<file path="src/rtl/instr_encoder.sv">
// rtl/instr_encoder.sv - RV32 instruction encoder feeding a 4-deep output FIFO with address/word counters
module instr_encoder (
    input  logic        CLK,
    input  logic        RST,
    input  logic        CLR,
    input  logic        REQ_VALID,
    output logic        REQ_READY,
    input  logic [3:0]  CLASS,
    input  logic [4:0]  RD,
    input  logic [4:0]  RS1,
    input  logic [4:0]  RS2,
    input  logic [2:0]  FUNCT3,
    input  logic [6:0]  FUNCT7,
    input  logic [4:0]  FUNCT5,
    input  logic [20:0] IMM,
    output logic        OUT_VALID,
    input  logic        OUT_READY,
    output logic [31:0] OUT_DATA,
    output logic [31:0] OUT_ADDR,
    output logic [15:0] WORDS_OUT,
    output logic        ERR
);
    localparam logic [6:0] OP_LW    = 7'b0000011;
    localparam logic [6:0] OP_FLW   = 7'b0000111;
    localparam logic [6:0] OP_SW    = 7'b0100011;
    localparam logic [6:0] OP_FSW   = 7'b0100111;
    localparam logic [6:0] OP_BEQ   = 7'b1100011;
    localparam logic [6:0] OP_R     = 7'b0110011;
    localparam logic [6:0] OP_I     = 7'b0010011;
    localparam logic [6:0] OP_JAL   = 7'b1101111;
    localparam logic [6:0] OP_FCOMP = 7'b1010011;

    logic [31:0] mem [4];
    logic [1:0]  wr_ptr;
    logic [1:0]  rd_ptr;
    logic [2:0]  count;
    logic [31:0] enc_word;
    logic        legal;
    logic        accept;
    logic        push;
    logic        pop;

    always_comb begin
        enc_word = '0;
        legal    = 1'b1;
        case (CLASS)
            4'd0:    enc_word = {IMM[11:0], RS1, FUNCT3, RD, OP_LW};
            4'd1:    enc_word = {IMM[11:5], RS2, RS1, FUNCT3, IMM[4:0], OP_SW};
            4'd2:    enc_word = {IMM[12], IMM[10:5], RS2, RS1, FUNCT3, IMM[4:1], IMM[11], OP_BEQ};
            4'd3:    enc_word = {FUNCT7, RS2, RS1, FUNCT3, RD, OP_R};
            4'd4:    enc_word = {IMM[11:0], RS1, FUNCT3, RD, OP_I};
            4'd5:    enc_word = {IMM[20], IMM[10:1], IMM[11], IMM[19:12], RD, OP_JAL};
            4'd6:    enc_word = {IMM[11:0], RS1, FUNCT3, RD, OP_FLW};
            4'd7:    enc_word = {IMM[11:5], RS2, RS1, FUNCT3, IMM[4:0], OP_FSW};
            4'd8:    enc_word = {FUNCT5, 2'b00, RS2, RS1, FUNCT3, RD, OP_FCOMP};
            default: legal    = 1'b0;
        endcase
    end

    assign REQ_READY = (count < 3'd4);
    assign OUT_VALID = (count != 3'd0);
    assign OUT_DATA  = OUT_VALID ? mem[rd_ptr] : '0;
    assign accept    = REQ_VALID && REQ_READY;
    // CLR wins over any same-cycle handshake, so neither push nor pop may advance state.
    assign push      = accept && legal && !CLR;
    assign pop       = OUT_VALID && OUT_READY && !CLR;

    always_ff @(posedge CLK) begin
        if (push) begin
            mem[wr_ptr] <= enc_word;
        end
    end

    always_ff @(posedge CLK or posedge RST) begin
        if (RST) begin
            wr_ptr    <= '0;
            rd_ptr    <= '0;
            count     <= '0;
            OUT_ADDR  <= '0;
            WORDS_OUT <= '0;
            ERR       <= 1'b0;
        end else if (CLR) begin
            wr_ptr    <= '0;
            rd_ptr    <= '0;
            count     <= '0;
            OUT_ADDR  <= '0;
            WORDS_OUT <= '0;
            ERR       <= 1'b0;
        end else begin
            if (push) begin
                wr_ptr <= wr_ptr + 2'd1;
            end
            if (pop) begin
                rd_ptr    <= rd_ptr + 2'd1;
                OUT_ADDR  <= OUT_ADDR + 32'd4;
                WORDS_OUT <= WORDS_OUT + 16'd1;
            end
            count <= count + {2'b00, push} - {2'b00, pop};
            if (accept && !legal) begin
                ERR <= 1'b1;
            end
        end
    end
endmodule

</file>
<file path="config.mk">
export PLATFORM = sky130hd
export DESIGN_NAME = instr_encoder
export DESIGN_NICKNAME = d
export VERILOG_FILES = /design/src/rtl/instr_encoder.sv
export SDC_FILE = /design/constraint.sdc
export NUM_CORES = 1
export LEC_CHECK = 0
export ABC_AREA = 1
export CORE_MARGIN = 4
export CORE_UTILIZATION = 58
export CTS_CLUSTER_DIAMETER = 30
export DETAILED_ROUTE_END_ITERATION = 10
export PLACE_DENSITY = 0.86
export SLEW_MARGIN = 20
export SYNTH_ARGS = -nofsm -noshare
export SYNTH_HDL_FRONTEND = slang
export SYNTH_SLANG_ARGS = --single-unit
</file>
<file path="constraint.sdc">
create_clock -name CLK -period 5.3 [get_ports CLK]
set_clock_uncertainty 0.15 [all_clocks]
set_input_delay 0.53 -clock CLK [delete_from_list [all_inputs] [get_ports CLK]]
set_output_delay 0.53 -clock CLK [all_outputs]
set_load 0.01 [all_outputs]
</file>
==> impl_summary.md, run 1 <==
Clock tree
The maximum root-to-sink buffer count is 2. The clock slew seen by the registers of the worst setup and hold paths is 0.06 ns. TritonCTS built the clock tree. The number of setup buffers added after CTS is 0. The post-cts resize count is 0.

The number of sinks on the clock net is 178. The tree is rooted in a sky130_fd_sc_hd__clkbuf_16. TritonCTS created 17 clock buffers. The clock latency at the later pin of the worst-skew pair is about 0.42 ns. The H-tree depth is 4. For this design, the CTS-stage hold fixing added 0 buffers.

Global route
The total global routing track utilization is between 20% and 30%. The number of antenna violations at the first check in global routing is 0. The first global-routing pass estimated 35.02 mm of wire.

The number of global-route vias before repair came to 7084. After global routing the overflow that remains totals 0. The largest net degree at the start of global routing is 64.

Layout
The growth of design area from synthesis to finish is 25.38%. The storage element area is 5076 µm². The number of antenna diodes is 0.

The multi-input combinational cell area is 2978 µm². The final layout net count is between 1000 and 1500. The proportion of layout cells with a drive suffix above 1 is 7.308%. The count of fill cells added during filler insertion is 1008. After routing the design area is about 11000 µm².

Drt
The number of detailed-route iterations in the first pass is 6. The remaining routing DRC violations is 0. The routed wirelength normalized by instance count is approximately 17 µm. Summed over all layers, the routed wires come to 22.06 mm. The total met2 wirelength after detailed routing is 11.14 mm. The violation count after the first detailed-routing iteration is 789. Detailed routing inserted a total of 7030 vias. The number of antenna-violating nets in the routed design is 0. After detailed routing, the met3 layer carries 1.661 mm of wire. The routed length on met1 is 8.704 mm.

The average via count per standard cell is 5.557. The uppermost layer routed is met4.

Floorplan
The floorplan step set the die width to 129.2 µm. 143 I/O pins were placed. The floorplan step defined a core boundary enclosing 14480 µm². The initial utilization of the core area, before any placement, comes to 58.87%. The number of rows created at floorplan is 44.

From bottom edge to top edge, the die measures 129.2 µm. The floorplan step defined a die boundary enclosing around 17000 µm².

Pwr
Power spread over the standard cell area amounts to 361.6 nW/µm². The worst voltage drop across the vdd grid is 308.1 µV. The overall power after layout is between 3 and 4 mW.

Summed over all cells, the static leakage comes to ~4.1 nW.

Setup path
In this run the worst path has a maximum fanout of 36. The slowest stage of the critical path is the sky130_fd_sc_hd__inv_1 cell. The critical path is of the reg -> out type. At the worst endpoint, the arrival time is just under 3 ns.

The peak per-stage delay on the critical path is 0.72 ns. The critical path required time is 4.62 ns. STA classifies the critical path endpoint as an output port. The critical path startpoint category is a flop. The signal on the critical path passes through inv_1 > buf_4 > o21ai_0 > a21oi_1 > clkdlybuf4s50_1.

STA
The total count of hold-check failures in the final report is 0. Headroom to the max-slew limit came out at 33.55%. The post-layout minimum cycle time is 3.589 ns.

For this run, the top clock speed supported by timing is 278.6 MHz. Hold timing on the final database bottoms out at a slack of roughly 0.39 ns. The max-slew violation total from the final report came to 0. Setup repair after global routing left no endpoint under its margin.

In the finished design, the share of the clock period the worst path needs comes to 67.71%. The number of setup violations in the final report is 0. Summed over all failing endpoints, the final setup total negative slack is 0 ns. For the pin with the worst max-slew slack, the measured transition is roughly 1.0 ns.

Yosys
Of the post-synthesis cell area, the dominant cell type holds 43.68%. The cell accounting for the most synthesized area is sky130_fd_sc_hd__edfxtp_1. The fraction of registers with async set or reset after synthesis is 30.34%. Synthesis handed over a netlist of 930 instances. The count of yosys warnings during synthesis is 0. The synthesized flop and latch total is 178. The most used flip-flop cell after synthesis is sky130_fd_sc_hd__edfxtp_1.

For this run, the register share of the synthesized area comes to just under 60%. By area the synthesized netlist is led by sky130_fd_sc_hd__edfxtp_1 (44%), sky130_fd_sc_hd__dfrtp_1 (16%), sky130_fd_sc_hd__nor2_1 (10%). The number of different library cells in the post-synthesis netlist is 38. Summing every instance area after synthesis gives between 8000 and 9000 µm².

The synthesized area per cell is 9.166 µm². The synthesized design contains 124 enable-type register cells.

Place
Routability-driven placement finished with a final weighted congestion of between 0.8 and 0.9. The wire-length estimate of the detail-placed layout is 14.49 mm. The number of buffers added on ports is 140. The cell area reported after detailed placement is ~10000 µm².

Run status
The flow ran to the end, and the final reports show no timing, DRC or antenna violations.

Job
The number of max-cap violations is 0.

Min path
The class of the tightest hold or removal check is reg -> reg.
cell families (layout without fill, tap and decap cells):
group / count (synthesis) / after routing / synth area share (%)
simple gates: 455 / 455 / 22.62
flops: 178 / 178 / 59.53
compound gates: 165 / 165 / 10.49
buf+inv: 120 / 270 / 5.695
fa+ha+maj: 9 / 9 / 1.409
xor+xnor: 2 / 2 / 0.2055
other cells: 1 / 2 / 0.04399
critical path, delay by kind of cell (launching register included):
kind | cells | cell delay [ns]
buf+inv | 3 | 1.72
flops | 1 | 0.40
compound gates | 2 | 0.37
through the flow:
stage | worst slack [ns] | std cells | utilization (%)
finish | 1.711 | 1265 | 73.82
global route | 1.467 | 1265 | 73.82
CTS | 1.698 | 1265 | 73.82
detailed placement | 1.788 | 1234 | 69.75
global placement | 1.885 | 1234 | 69.75
floorplan | 2.238 | 931 | -
worst paths after layout:
kind                            cells past startpoint  slack (ns)      start            end
worst max register to register                     11        2.80   count[1]       count[2]
worst min register to register                      2        0.39        ERR            ERR
min in group asynchronous                           3        0.47        RST  WORDS_OUT[14]
worst max-delay path                                5        1.71  rd_ptr[0]    OUT_DATA[5]
worst min-delay path                                2        0.39        ERR            ERR
max in group asynchronous                           3        4.00        RST      rd_ptr[0]
sequential cells by signal (all words and copies together), names as in the netlist:
register	cells
ERR	1
OUT_ADDR	30
WORDS_OUT	16
wr_ptr	2
count	3
mem	124
rd_ptr	2
report_power, final:
part / switching, mW / internal [mW] / total [mW]
clock network: 0.523 / 0.738 / 1.26
logic: 0.606 / 0.419 / 1.02
registers: 0.0281 / 1.55 / 1.58
total: 1.16 / 2.71 / 3.86
layout make-up:
class                   instances  share of cell area, %
repair buffers                151                  13.88
clock buffers                  17                  3.980
clock inverters                14                  1.534
flip-flops and latches        178                  47.49
inverters                      88                  3.091
well taps                     184                  2.154
multi-input cells             633                  27.86
cells in the mapped netlist, types with 5 or more instances:
| library cell | count |
|---|---|
| sky130_fd_sc_hd__a21oi_1 | 50 |
| sky130_fd_sc_hd__a32o_1 | 7 |
| sky130_fd_sc_hd__buf_2 | 7 |
| sky130_fd_sc_hd__clkbuf_1 | 17 |
| sky130_fd_sc_hd__dfrtp_1 | 54 |
| sky130_fd_sc_hd__edfxtp_1 | 124 |
| sky130_fd_sc_hd__ha_1 | 8 |
| sky130_fd_sc_hd__inv_1 | 81 |
| sky130_fd_sc_hd__inv_2 | 7 |
| sky130_fd_sc_hd__nand2_1 | 157 |
| sky130_fd_sc_hd__nand3_1 | 30 |
| sky130_fd_sc_hd__nand3_2 | 6 |
| sky130_fd_sc_hd__nand3b_1 | 5 |
| sky130_fd_sc_hd__nand4_1 | 9 |
| sky130_fd_sc_hd__nor2_1 | 226 |
| sky130_fd_sc_hd__nor2_2 | 6 |
| sky130_fd_sc_hd__nor2_4 | 5 |
| sky130_fd_sc_hd__o21ai_0 | 93 |
| sky130_fd_sc_hd__o21ai_1 | 5 |
per-layer routing:
layer | vias to the layer above | GRT usage, %
met2 | 315 | 46.62
met1 | 3306 | 32.54
met3 | 44 | 6.018
li1 | 3365 | -
met5 | - | 0
met4 | 0 | 10.99
layout by cell type, fill, tap and decap left out, types with 3 or more instances in the layout:
cell type and instances:
sky130_fd_sc_hd__nor2_1 222, sky130_fd_sc_hd__edfxtp_1 124, sky130_fd_sc_hd__nand3_2 6, sky130_fd_sc_hd__a21oi_1 50
sky130_fd_sc_hd__ha_1 8, sky130_fd_sc_hd__inv_2 8, sky130_fd_sc_hd__clkbuf_16 17, sky130_fd_sc_hd__bufinv_16 3
sky130_fd_sc_hd__clkinv_4 3, sky130_fd_sc_hd__clkinv_2 3, sky130_fd_sc_hd__nand2_2 3, sky130_fd_sc_hd__nand3_1 30
sky130_fd_sc_hd__a22o_1 4, sky130_fd_sc_hd__o21ai_0 93, sky130_fd_sc_hd__dfrtp_1 53, sky130_fd_sc_hd__nor2_2 10
sky130_fd_sc_hd__nor3_1 4, sky130_fd_sc_hd__clkdlybuf4s50_1 140, sky130_fd_sc_hd__nor2_4 5, sky130_fd_sc_hd__nand3b_1 5
sky130_fd_sc_hd__inv_1 80, sky130_fd_sc_hd__buf_4 11, sky130_fd_sc_hd__nand4_1 9, sky130_fd_sc_hd__nand2_1 157
sky130_fd_sc_hd__o21ai_1 5, sky130_fd_sc_hd__a32o_1 7
(Power assumes the default switching activity.)
==> run 2, diff against run 1 <==
--- a/config.mk
+++ b/config.mk
@@ -7,10 +7,10 @@
 export LEC_CHECK = 0
 export ABC_AREA = 1
 export CORE_MARGIN = 4
-export CORE_UTILIZATION = 58
+export CORE_UTILIZATION = 48
 export CTS_CLUSTER_DIAMETER = 30
 export DETAILED_ROUTE_END_ITERATION = 10
-export PLACE_DENSITY = 0.86
+export PLACE_DENSITY = 0.76
 export SLEW_MARGIN = 20
 export SYNTH_ARGS = -nofsm -noshare
 export SYNTH_HDL_FRONTEND = slang
==> constraint.sdc (replaced) <==
create_clock -name CLK -period 3.1 [get_ports CLK]
set_clock_uncertainty 0.15 [all_clocks]
set_input_delay 0.31 -clock CLK [delete_from_list [all_inputs] [get_ports CLK]]
set_output_delay 0.31 -clock CLK [all_outputs]
set_load 0.01 [all_outputs]
==> run 2 against run 1 <==
  * Count of clock-buffer cells in the layout rose by 1
  * Via count fell by 1.5%
  * Power rose by 69%
  * Combinational power rose by 70%
  * Setup slack got worse by 1.6 ns
  * Sequential power rose by 73%
  * Final area rose by 1.5%
  * Critical path depth rose by 1
  * Largest power group unchanged
==> impl_summary.md, run 2 (synthesis results as in run 1) <==
Run status
The run finished with clean final reports.

STA
The max-slew violation total from the final report is 0. On the final layout, the worst hold slack is 0.1611 ns. Based on the critical path, the design can be clocked at up to about 330 MHz. Headroom to the max-slew limit came out at between 50 and 60%.

Setup violations remaining at the end of the flow were counted as 0. The total count of hold-check failures in the final report is 0. The post-route fraction of the period consumed by the critical path is 97.38%.

The transition time at the pin with the least slew margin is between 0.6 and 0.7 ns. The final setup TNS is 0 ns. Setup repair after global routing left no endpoint under its margin. The post-layout minimum cycle time is 3.019 ns.

Layout
The library cell used most frequently in the layout, excluding fill and tap cells, is sky130_fd_sc_hd__nor2_1. The number of antenna diodes is 0. The finished layout holds 1314 standard cells, fillers aside. Cells fill a little over three fifths of the core in the end. In the final layout, the registers with the most flip-flops are mem: 124 flops, OUT_ADDR: 30 flops, WORDS_OUT: 16 flops.

The final layout net count is 1145. The register with the most flip-flops in the layout has approximately 120 of them. Of the cells placed in the final design, the portion with a size suffix greater than 1 is 8.081%. The growth of design area from synthesis to finish is 27.21%.

In the layout the commonest cells are sky130_fd_sc_hd__nor2_1 (222), sky130_fd_sc_hd__nand2_1 (157), sky130_fd_sc_hd__clkdlybuf4s50_1 (140). The largest register by flop count is mem.

Global route
The aggregate global routing overflow is 0. The first-pass GRT wire length is between 30 and 40 mm. For this run, global-route usage on met1 was measured as 28.95%. The number of global-route vias before repair came to between 6000 and 7000. The number of antenna violations at the first check in global routing is 2. For this run, global-route usage on met2 was measured as 35.87%. The largest net degree at the start of global routing is 47.

Global routing used between 20% and 30% of the available tracks across all layers. The global routing stage identified its most utilized layer as met2. The met3 routing resource usage after global routing is 5.730%.

Floorplan
The area enclosed by the die boundary is 19960 µm². The die is 141.3 µm tall. For this configuration, the core starts out at a cell density of 49.11%. The core region is between 15000 and 20000 µm². The total I/O pin count is 143. After floorplanning, the core was divided into 48 placement rows. The overall die width is 141.3 µm.

Clock tree
At the later pin of the worst-skew pair, clock insertion delay measures 0.43 ns. TritonCTS built the clock tree. The tree built by TritonCTS fans out to 178 sinks. The post-cts resize count is 0. The clock slew seen by the registers of the worst setup and hold paths is 0.07 ns. In this run the deepest clock path goes through 2 buffers. The total CTS buffers is 17.

The H-tree depth is 4. The number of hold buffers added after CTS is 0. After clock tree synthesis, the setup repair step added 0 buffers. The cell at the root of the clock tree is sky130_fd_sc_hd__clkbuf_16.

Place
The wire-length estimate of the detail-placed layout is 14.10 mm. Once placement completed, the tool counted placed cells totaling 1282. Routability-driven placement finished with a final weighted congestion of 0.9062.

In this run the tool buffered the top-level ports with 140 buffer cells.

Drt
The violation count after the first detailed-routing iteration is 610. The number of detailed-route iterations in the first pass is 5. The routed via count is ~6900. Dividing the detail-routed via count by the number of cells gives 5.272. The routed wirelength normalized by instance count is 16.25 µm. The number of antenna-violating nets in the routed design is 0.

For this block, the routed nets add up to between 20 and 25 mm of wire. In the routed design, unresolved DRC markers number 0.

Setup path
In this design, the stage delay of the slowest critical-path cell is just under 0.6 ns. Data on the critical path arrives at its endpoint at 2.56 ns. The slowest library cell on the worst path is sky130_fd_sc_hd__clkdlybuf4s50_1. The setup slack on the worst flop-to-flop path is 0.65 ns. Along the worst path, the maximum fanout reaches 25. At the worst endpoint, the required time is 2.64 ns.

The cell type with the highest occurrence count on the critical path is sky130_fd_sc_hd__nor2_1. Traced cell by cell, the critical path runs through buf_4 > nor2_1 > nor2_1 > o21ai_0 > a21oi_1 > clkdlybuf4s50_1. The combined buffer and inverter count along the critical path is 2.

The number of cells on the worst reg-to-reg path is 11. The critical path endpoint category is an output port. The worst reg2reg path startpoint is count[1]. The cell family contributing the most delay on the critical path is buffers and inverters. The worst setup path is launched from a flop.

The worst register-to-register path ends at count[2]. The critical path runs through a total of 6 cells. The critical path in this run is classified as reg -> out.

Pwr
The analysis attributes to cell leakage a power of 4.147 nW. The overall power after layout is 6.542 mW. Dividing total power by cell area gives a power density of between 600 and 700 nW/µm².

The worst voltage drop across the vdd grid is between 400 and 500 µV.

Min path
The class of the tightest hold or removal check is in -> async.

Job
The number of max-cap violations is 0.
## run 2: layout make-up
type,count,area (µm²)
Clock buffer,18,429.2
Timing Repair Buffer,158,1599
Sequential cell,178,5079
Tap cell,225,281.5
Inverter,88,330.3
Fill cell,1405,6513
Multi-Input combinational cell,633,2978
Clock inverter,14,147.6
## run 2: how the worst max path moves through the flow
stage	startpoint	endpoint
after detailed placement	CLASS[0]	count[2]
after CTS	rd_ptr[0]	OUT_DATA[20]
after global routing	rd_ptr[0]	OUT_DATA[1]
after floorplan	CLASS[0]	mem[0][10]
final	rd_ptr[0]	OUT_DATA[20]
after global placement	CLASS[0]	count[2]
## run 2: power by group
part	internal [mW]	total, mW	leakage, nW	switching (mW)
combinational	0.736	1.73	1.98	0.992
clock	1.14	2.09	0.279	0.951
sequential	2.65	2.73	1.89	0.0734
total	4.53	6.54	4.15	2.02
## run 2: layer usage
layer	routed length (µm)	vias to the layer above	share of wire (%)
met5	26	-	0.12
met4	357	4	1.7
met3	1788	38	8.4
met2	10050	270	47
met1	9132	3239	43
li1	-	3377	-
## run 2: metrics by stage
step / instance area, µm² / setup slack (ns)
after global placement: 10260 / 0.1403
after global routing: 10840 / 0.01032
after detailed placement: 10260 / 0.08817
after CTS: 10840 / 0.04048
final: 10840 / 0.08120
after floorplan: 8528 / 0.2578
==> run 3, diff against run 2 <==
--- a/config.mk
+++ b/config.mk
@@ -10,7 +10,7 @@
 export CORE_UTILIZATION = 48
 export CTS_CLUSTER_DIAMETER = 30
 export DETAILED_ROUTE_END_ITERATION = 10
-export PLACE_DENSITY = 0.76
+export PLACE_DENSITY = 0.88
 export SLEW_MARGIN = 20
 export SYNTH_ARGS = -nofsm -noshare
 export SYNTH_HDL_FRONTEND = slang
==> run 3 against run 2 <==
  * Via count is 0.23% higher
  * Final area decreased by 0.16%
  * Non-clock buffer count up 1
  * Critical endpoint is now OUT_DATA[17]
  * Flip-flop and latch count is the same
  * Worst hold slack lost 0.051 ns
  * Setup slack gained 0.17 ns
  * Critical path depth did not move
  * Power shrank 0.51%
  * Utilization down 0.10 points
  * Sequential power is essentially flat
  * Clock power barely moved
==> impl_summary.md, run 3 (synthesis results as in run 1) <==
Clock tree
The setup fix buffers added after clock tree synthesis is 0. The H-tree depth is 4. The number of sinks on the clock net is 178.

The cell at the root of the clock tree is sky130_fd_sc_hd__clkbuf_16. Counting along the longest clock path gives a buffer depth of 2. The clock latency at the later pin of the worst-skew pair is 0.42 ns. TritonCTS built the clock tree. The total CTS buffers is 17. The number of hold buffers added after CTS is 0.

Clock-pin slew was measured on the worst setup and hold paths at 0.07 ns. The post-cts resize count is 0.

Layout
In the final layout, the registers with the most flip-flops are mem: 124 flops, OUT_ADDR: 30 flops, WORDS_OUT: 16 flops. The commonest non-fill, non-tap cell in the layout is sky130_fd_sc_hd__nor2_1. The growth of design area from synthesis to finish is 27.01%. The register with the most flip-flops in the layout has 124 of them. Cells fill 62.38% of the core in the end. In the final layout, the share of cells above drive strength 1 is 8.165%. The largest register by flop count is mem.

In the layout the commonest cells are sky130_fd_sc_hd__nor2_1 (222), sky130_fd_sc_hd__nand2_1 (157), sky130_fd_sc_hd__clkdlybuf4s50_1 (140). The non-filler instance count after layout is 1316. The final layout net count is 1146.

Global route
The first-pass GRT wire length is 34.86 mm. Global routing consumed, over all layers together, 22.06% of the routing resources. The number of antenna violations at the first check in global routing came to 1. The aggregate global routing overflow is 0. Entering global routing, the biggest net connects 47 pins. The number of global-route vias before repair is 6806.

Floorplan
The number of rows created at floorplan is 48. The overall die height is between 100 and 150 µm. The overall die width is between 100 and 150 µm.

The die covers 19960 µm². The floorplan core area is 17360 µm². For this configuration, the core starts out at a cell density of 49.11%.

143 I/O pins were placed.

Setup path
The critical path launch point is rd_ptr[0]. The worst register-to-register path has a depth of 11. The worst flop-to-flop path endpoint is count[2].

Counting both buffers and inverters, the worst setup path holds a total of 2. The critical path required time is 2.64 ns. The cell family with the largest share of critical-path delay is buffers and inverters.

For the worst setup path, the data arrival time is 2.38 ns. The peak per-stage delay on the critical path is 0.59 ns. The critical setup path kind is reg -> out.

Along the worst path, the maximum fanout reaches 44. The worst setup path is launched from a flop. The signal on the critical path passes through buf_4 > nor2_1 > nor2_1 > o21ai_0 > a21oi_1 > clkdlybuf4s50_1. STA classifies the critical path endpoint as an output port. The setup slack on the worst flop-to-flop path is 0.63 ns. The cell type with the highest occurrence count on the critical path is sky130_fd_sc_hd__nor2_1.

The critical path ends at OUT_DATA[17]. In this run the number of cells on the critical path is 6. The slowest library cell on the worst path is sky130_fd_sc_hd__clkdlybuf4s50_1. The worst reg2reg path startpoint is count[1].

Pwr
The net switching share of the total power is 31.56%. In this run the static leakage power is roughly 4.1 nW. For this design the ratio of total power to cell area is ~600 nW/µm².

The share of power burned in the clock network is 31.6%. The net load switching power is around 2.1 mW. The logic gate share of total power is 27.0%. The share of total power dissipated in sequential elements is around two fifths.

The worst voltage drop across the vdd grid is 372.0 µV. The cell internal power dissipation is 4.455 mW.

Place
Once placement completed, the tool counted placed cells totaling 1283. Summed over all nets, the half-perimeter wirelength after detailed placement is 14.49 mm. The congestion estimate from routability-driven global placement came to 0.9605.

The count of buffers added on input and output ports is 140.

Drt
The average via count per standard cell is 5.277. The number of antenna-violating nets in the routed design is 0. The number of detailed-route iterations in the first pass is 5. The wire length after detailed routing is 21.83 mm. The detailed router finished its first iteration with 630 violations. Detailed routing inserted a total of slightly below 7000 vias. The remaining routing DRC violations is 0. After detailed routing, the average wire length per cell comes to between 15 and 20 µm.

STA
The routed design could run at a clock period as short as between 2 and 3 ns. Static timing analysis puts the maximum clock frequency at ~350 MHz. The final setup TNS is 0 ns.

The post-route fraction of the period consumed by the critical path is ~92%. Setup violations remaining at the end of the flow were counted as 0. Measured against its own limit, the worst slew margin works out to 58.45%. Setup repair after global routing left no endpoint under its margin. The max-slew violation total from the final report is 0. The total count of hold-check failures in the final report is 0. For the pin with the worst max-slew slack, the measured transition is 0.6210 ns.

Job
Max-cap violations in this run came to 0.

Run status
The run finished with clean final reports.

Min path
In this run the worst hold path is classified as in -> async.
run 3: final cells by class:
type,instances,area (µm²)
Antenna cell,1,2.502
Clock buffer,17,425.4
Clock inverter,15,138.9
Fill cell,1383,6530
Inverter,88,330.3
Multi-Input combinational cell,633,2978
Sequential cell,178,5076
Tap cell,225,281.5
Timing Repair Buffer,159,1594
run 3: how the worst min path moves through the flow:
stage / from / endpoint / slack, ns / depth (start not counted)
after floorplan: CLR / ERR / 0.22 / 1
after global placement: ERR / ERR / 0.36 / 2
after detailed placement: ERR / ERR / 0.36 / 2
after CTS: RST / OUT_ADDR[21] / 0.11 / 3
after global routing: RST / OUT_ADDR[30] / 0.14 / 3
final: RST / OUT_ADDR[30] / 0.11 / 3
run 3: metrics by stage:
| step | hold WS [ns] | power [mW] | worst slack [ns] | cell area [µm²] |
|---|---|---|---|---|
| 2_1_floorplan | 0.2231 | 3.660 | 0.2578 | 8528 |
| 6_report | 0.1102 | 6.509 | 0.2561 | 10830 |
| 3_3_place_gp | 0.3580 | 4.459 | 0.1953 | 10260 |
| 3_5_place_dp | 0.3591 | 4.503 | 0.07720 | 10260 |
| 5_1_grt | 0.1404 | 6.819 | 0.03164 | 10820 |
| 4_1_cts | 0.1068 | 6.551 | 0.2710 | 10820 |
run 3: power by group through the flow:
stage | clock network (mW) | logic [mW] | registers, mW
after global routing | 2.21 | 1.91 | 2.70
after CTS | 2.09 | 1.76 | 2.70
final | 2.06 | 1.75 | 2.70
after global placement | 0 | 1.72 | 2.74
after floorplan | 0 | 0.917 | 2.74
after detailed placement | 0 | 1.75 | 2.75
run 3: layer usage:
layer	wire length [µm]	up-vias	GRT usage, %
met4	257	2	5.813
met5	13	-	0
met1	9095	3247	29.03
met2	10490	284	36.37
met3	1970	30	6.067
li1	-	3381	-
run 3: worst register-to-register path: cells and delay by family, from the launching register on:
family	cells	cell delay (ns)
adder cells (fa/ha/maj)	3	0.81
AND/OR/NAND/NOR	4	0.60
flip-flops	1	0.43
AO/OA/AOI/OAI	2	0.26
buffers and inverters	2	0.10
